## src/rtl/sa_cdc_hs_tx_if.sv

```systemverilog
// Two-phase CDC transmit handshake bundle: source-side word offer plus the
// req/data/ack wires that cross into the receiving clock domain.
interface sa_cdc_hs_tx_if #(
  parameter int DW = 32
);
  logic          src_valid;
  logic [DW-1:0] src_data;
  logic          src_ready;
  logic          tx_req;
  logic [DW-1:0] tx_data;
  logic          tx_ack;

  // Transmitter side: accepts words from the source, drives req/data, sees ack.
  modport master (
    input  src_valid,
    input  src_data,
    output src_ready,
    output tx_req,
    output tx_data,
    input  tx_ack
  );

  // Environment side: source of words and the receiving domain's ack.
  modport slave (
    output src_valid,
    output src_data,
    input  src_ready,
    input  tx_req,
    input  tx_data,
    output tx_ack
  );
endinterface

```

## src/rtl/sa_cdc_hs_tx.sv

```systemverilog
// Two-phase (toggle) request/acknowledge transmitter for crossing a data word
// into another clock domain. A word is captured into tx_data and tx_req is
// toggled; the block then waits until the synchronised ack toggle matches
// tx_req before accepting the next word. An optional watchdog flags a missing
// ack, and an ack toggle with nothing outstanding flags a protocol error.
module sa_cdc_hs_tx #(
  parameter int DW      = 32,
  parameter int TIMEOUT = 1023
) (
  input  logic              clk,
  input  logic              clr_,
  sa_cdc_hs_tx_if.master    hs,
  output logic              busy,
  output logic              err_to,
  output logic              err_proto
);

  // Counter must hold TIMEOUT itself; keep at least one bit when disabled.
  localparam int CW = (TIMEOUT > 0) ? $clog2(TIMEOUT + 1) : 1;
  localparam logic [CW-1:0] TO_MAX = CW'(TIMEOUT);

  typedef enum logic {
    IDLE     = 1'b0,
    WAIT_ACK = 1'b1
  } state_t;

  state_t        state;
  logic          tx_req_q;
  logic [DW-1:0] tx_data_q;
  logic [CW-1:0] to_cnt;
  logic          ack_s0;
  logic          ack_s1;
  logic          ack_sync;

  // Saturating increment: the watchdog stops at its limit rather than wrapping.
  function automatic logic [CW-1:0] sat_inc(input logic [CW-1:0] v);
    return (v == TO_MAX) ? v : v + 1'b1;
  endfunction

  // Three-flop synchroniser; raw tx_ack is used nowhere else.
  always_ff @(posedge clk or negedge clr_) begin
    if (!clr_) begin
      ack_s0   <= 1'b0;
      ack_s1   <= 1'b0;
      ack_sync <= 1'b0;
    end else begin
      ack_s0   <= hs.tx_ack;
      ack_s1   <= ack_s0;
      ack_sync <= ack_s1;
    end
  end

  // Handshake FSM with data capture, ack watchdog and sticky error flags.
  always_ff @(posedge clk or negedge clr_) begin
    if (!clr_) begin
      state     <= IDLE;
      tx_req_q  <= 1'b0;
      tx_data_q <= '0;
      to_cnt    <= '0;
      err_to    <= 1'b0;
      err_proto <= 1'b0;
    end else begin
      case (state)
        IDLE: begin
          // Ack must already match req while nothing is outstanding.
          if (ack_sync != tx_req_q) begin
            err_proto <= 1'b1;
          end
          if (hs.src_valid) begin
            tx_data_q <= hs.src_data;
            tx_req_q  <= ~tx_req_q;
            to_cnt    <= '0;
            state     <= WAIT_ACK;
          end
        end
        WAIT_ACK: begin
          // Watchdog only reports; the transfer keeps waiting for its ack.
          if (TIMEOUT != 0) begin
            to_cnt <= sat_inc(to_cnt);
            if (sat_inc(to_cnt) == TO_MAX) begin
              err_to <= 1'b1;
            end
          end
          if (ack_sync == tx_req_q) begin
            state <= IDLE;
          end
        end
      endcase
    end
  end

  // Outputs decode from registered state only; no path from src_valid or ack.
  assign hs.src_ready = (state == IDLE);
  assign hs.tx_req    = tx_req_q;
  assign hs.tx_data   = tx_data_q;
  assign busy         = (state == WAIT_ACK);

endmodule

```

## src/flat_wrapper.sv

```systemverilog
// flat-port wrapper written by rule: the top's interface ports become plain ports
module sa_cdc_hs_tx_flat 
#(
  parameter int DW      = 32,
  parameter int TIMEOUT = 1023
)
  (clk, clr_, busy, err_to, err_proto, hs_src_valid, hs_src_data, hs_src_ready, hs_tx_req, hs_tx_data, hs_tx_ack);
  sa_cdc_hs_tx_if #(.DW(DW)) hs_i ();
  input  logic clk;
  input  logic clr_;
  output logic busy;
  output logic err_to;
  output logic err_proto;
  input wire logic [$bits(hs_i.src_valid)-1:0] hs_src_valid;
  input wire logic [$bits(hs_i.src_data)-1:0] hs_src_data;
  output wire logic [$bits(hs_i.src_ready)-1:0] hs_src_ready;
  output wire logic [$bits(hs_i.tx_req)-1:0] hs_tx_req;
  output wire logic [$bits(hs_i.tx_data)-1:0] hs_tx_data;
  input wire logic [$bits(hs_i.tx_ack)-1:0] hs_tx_ack;
  assign hs_i.src_valid = hs_src_valid;
  assign hs_i.src_data = hs_src_data;
  assign hs_src_ready = hs_i.src_ready;
  assign hs_tx_req = hs_i.tx_req;
  assign hs_tx_data = hs_i.tx_data;
  assign hs_i.tx_ack = hs_tx_ack;
  sa_cdc_hs_tx #(.DW(DW), .TIMEOUT(TIMEOUT)) u_core (.clk(clk), .clr_(clr_), .hs(hs_i), .busy(busy), .err_to(err_to), .err_proto(err_proto));
endmodule
```

## config.mk

```make
export PLATFORM = sky130hd
export DESIGN_NAME = sa_cdc_hs_tx_flat
export DESIGN_NICKNAME = d
export VERILOG_FILES = /design/src/rtl/sa_cdc_hs_tx_if.sv /design/src/rtl/sa_cdc_hs_tx.sv /design/src/flat_wrapper.sv
export SDC_FILE = /design/constraint.sdc
export NUM_CORES = 1
export LEC_CHECK = 0
export ABC_CLOCK_PERIOD_IN_PS = 3770
export BUFFER_PORTS_ARGS = -buffer_cell sky130_fd_sc_hd__buf_2
export CORE_MARGIN = 4
export CORE_UTILIZATION = 45
export CTS_CLUSTER_DIAMETER = 60
export CTS_CLUSTER_SIZE = 24
export DETAILED_ROUTE_END_ITERATION = 10
export PLACE_DENSITY = 0.73
export SETUP_SLACK_MARGIN = 0.2
export SLEW_MARGIN = 30
export SYNTH_ARGS = -nofsm -noshare
export SYNTH_HDL_FRONTEND = slang
export SYNTH_SLANG_ARGS = --single-unit
export TNS_END_PERCENT = 1
```

## constraint.sdc

```tcl
create_clock -name clk -period 3.77 [get_ports clk]
set_input_delay 0.1885 -clock clk [delete_from_list [all_inputs] [get_ports clk]]
set_output_delay 0.1885 -clock clk [all_outputs]
set_load 0.05 [all_outputs]
```

==> results.cfg <==
[yosys]
syn_avg_cell_area_um2 = 13.0
syn-num-nets = 203
synth_cells = 166
synth_most_common_cell = dfrtp_1
synth-async-reset-ratio_pct = 100
synth_edf_count = 0
netlist_top_cells_count = dfrtp_1, mux2_2, nand2_1
syn-cell-area_um2 = 2160
ys_ff_latch = 49
yosys_warnings = 0
synth_cell_types = 42
synth_top_area_share_pct = 56.8
synth_area_leader_cell = dfrtp_1
synthTopCellsByArea = dfrtp_1, mux2_2, a31oi_1
synth-seq-area-share_pct = 56.8
synth-main-ff-cell = dfrtp_1

[critical_path]
path_max_fanout = 17
endpoint_kind = output pin
critPathArrivalTime_ns = 1.73
critical_path_required_ns = 3.58
critPathKind = reg -> out
cp-start-kind = flip-flop

[floorplan]
ioPinCount = 73
die_x_um = 77.2
rows = 24
die-area_um2 = 5970
core_area_um2 = 4500
die_h_um = 77.2
initial_core_util_pct = 47.9

[timing]
fin_ws_ns = 1.85
finalCritPeriodShare_pct = 50.8
period_minus_slack_ns = 1.92
finClkSkew_ns = 0.00666
setup_viol = 0
fin_tns_setup_ns = 0
fmax_ghz = 0.522
worst_slew_pin_slew_ns = 0.584
relSlewSlack_pct = 61.0
hold_violations = 0
drv_slew = 0
rsz0062_at_grt = false

[pwr]
p_per_area_nw_per_um2 = 970
power_leakage_nw = 1.26
vdd_drop_max_mv = 0.575

[drt]
drt-total-wl_um = 4480
drc = 0
ant_nets = 0
viasPerCell = 5.51
initialDrtViolationCount = 99
vias = 1608
drt_first_pass_iters = 5
wl_per_cell_um = 15.3

[cts]
cts-root-buf = clkbuf_8
postCtsSetupRepairBufs = 0
clk_path_buf_depth = 2
clock_sinks = 49
cts_tree = done
insertion_delay_ns = 0.29
cts_buffers = 5
cts_max_level = 2
clkTransAtPathRegs_ns = 0.09

[finish]
antenna-diode-count = 0
syn_to_final_growth_pct = 24.6
drive_gt1_share_pct = 50.0
design_area_um2 = 2690
nets = 276

[placement]
dpl_cell_area_um2 = 2520
globalplace.congestion = 0.830
post-place-ws_ns = 1.79
dp_hpwl_um = 3170
io_buffers = 72

[global_routing]
grt_pass1_vias = 1718
grt_overflow = 0
grt_pass1_wl_um = 7660
antenna_found_initial = 0
track_usage_pct = 15.9
grt_max_degree = 50

[worst_hold_path]
worstHoldPathType = in -> reg

[flow_run]
drv_cap = 0

[run_status]
status = complete, no violations
where the power goes:
group | total [W] | switching [W] | internal [W] | leakage, nW
logic | 0.00133 | 0.000948 | 0.000384 | 0.616
registers | 0.000890 | 0.000157 | 0.000733 | 0.592
clock network | 0.000384 | 0.000168 | 0.000216 | 0.0574
flip-flops by register name, indices dropped and copies added (netlist names):
register	cells
u_core.hs.tx_data	32
u_core.to_cnt	10
u_core.ack_s0	1
u_core.ack_s1	1
u_core.ack_sync	1
u_core.busy	1
u_core.err_proto	1
u_core.err_to	1
u_core.hs.tx_req	1
metrics by stage:
| stage | total power [W] | std cells | hold WS, ns | util [%] |
|---|---|---|---|---|
| after floorplan | 0.00192 | 166 | -0.107 | - |
| after global placement | 0.00219 | 281 | 0.298 | 55.9 |
| after detailed placement | 0.00222 | 281 | 0.239 | 55.9 |
| after CTS | 0.00261 | 291 | 0.104 | 59.1 |
| after global routing | 0.00275 | 292 | 0.105 | 59.7 |
| final | 0.00261 | 292 | 0.116 | 59.7 |
critical path, stage by stage (launching register included):
cell and delay (ns):
dfrtp_1 0.69, clkinv_1 0.42, buf_2 0.33
placed cells by master, fill, tap and decap left out, types with 3 or more instances in the layout:
master / netlist / routed
dfrtp_1: 49 / 49
nor2_1: 3 / 3
a31oi_1: 6 / 6
o21ai_0: 6 / 6
inv_1: 3 / 3
nand3_1: 5 / 5
and3_1: 3 / 3
buf_2: 4 / 71
a21oi_1: 6 / 6
clkbuf_8: 0 / 6
nand2_1: 8 / 8
mux2_2: 31 / 31
metal layers:
layer | up-vias | wire, µm | part of all wire (%) | global-route usage [%]
li1 | 749 | - | - | -
met1 | 797 | 1880 | 42 | 18.7
met2 | 56 | 2200 | 49 | 26.8
met3 | 6 | 330 | 7.4 | 5.50
met4 | 0 | 74 | 1.7 | 5.87
met5 | - | 0 | 0 | 0
area by class of cell:
class	instances	area (µm²)
fill	387	1820
sequential	49	1230
multi-input combinational	104	851
timing repair buffer	75	410
clock buffer	6	82.6
tap	52	65.1
clock inverter	2	37.5
inverter	4	15.0
worst paths after layout:
path	end	cells past startpoint	from	slack [ns]
max reg2reg	u_core.to_cnt[9]$_DFFE_PN0P_	5	u_core.to_cnt[0]$_DFFE_PN0P_	1.88
min	u_core.to_cnt[0]$_DFFE_PN0P_	2	hs_src_valid	0.12
max	hs_src_ready	2	u_core.busy$_DFF_PN0_	1.85
min reg2reg	u_core.ack_sync$_DFF_PN0_	0	u_core.ack_s1$_DFF_PN0_	0.36
max in group asynchronous	u_core.hs.tx_data[17]$_DFFE_PN0P_	2	clr_	2.94
min in group asynchronous	u_core.err_to$_DFFE_PN0P_	2	clr_	0.43
logic make-up after synthesis:
kind of cell	count (synthesis)	synth area share (%)
compound gates	32	9.92
buf+inv	13	3.71
fa+ha+maj	1	0.580
simple gates	34	10.2
flops	49	56.8
xor+xnor	4	1.62
mux	33	17.2
repair_timing:
action                                 4_1_cts  5_1_grt
endpoints found under the hold margin       50        0
hold buffers                                 2        0
gates resized for setup                      0        0
No activity file was read; power rests on OpenSTA's default activity.
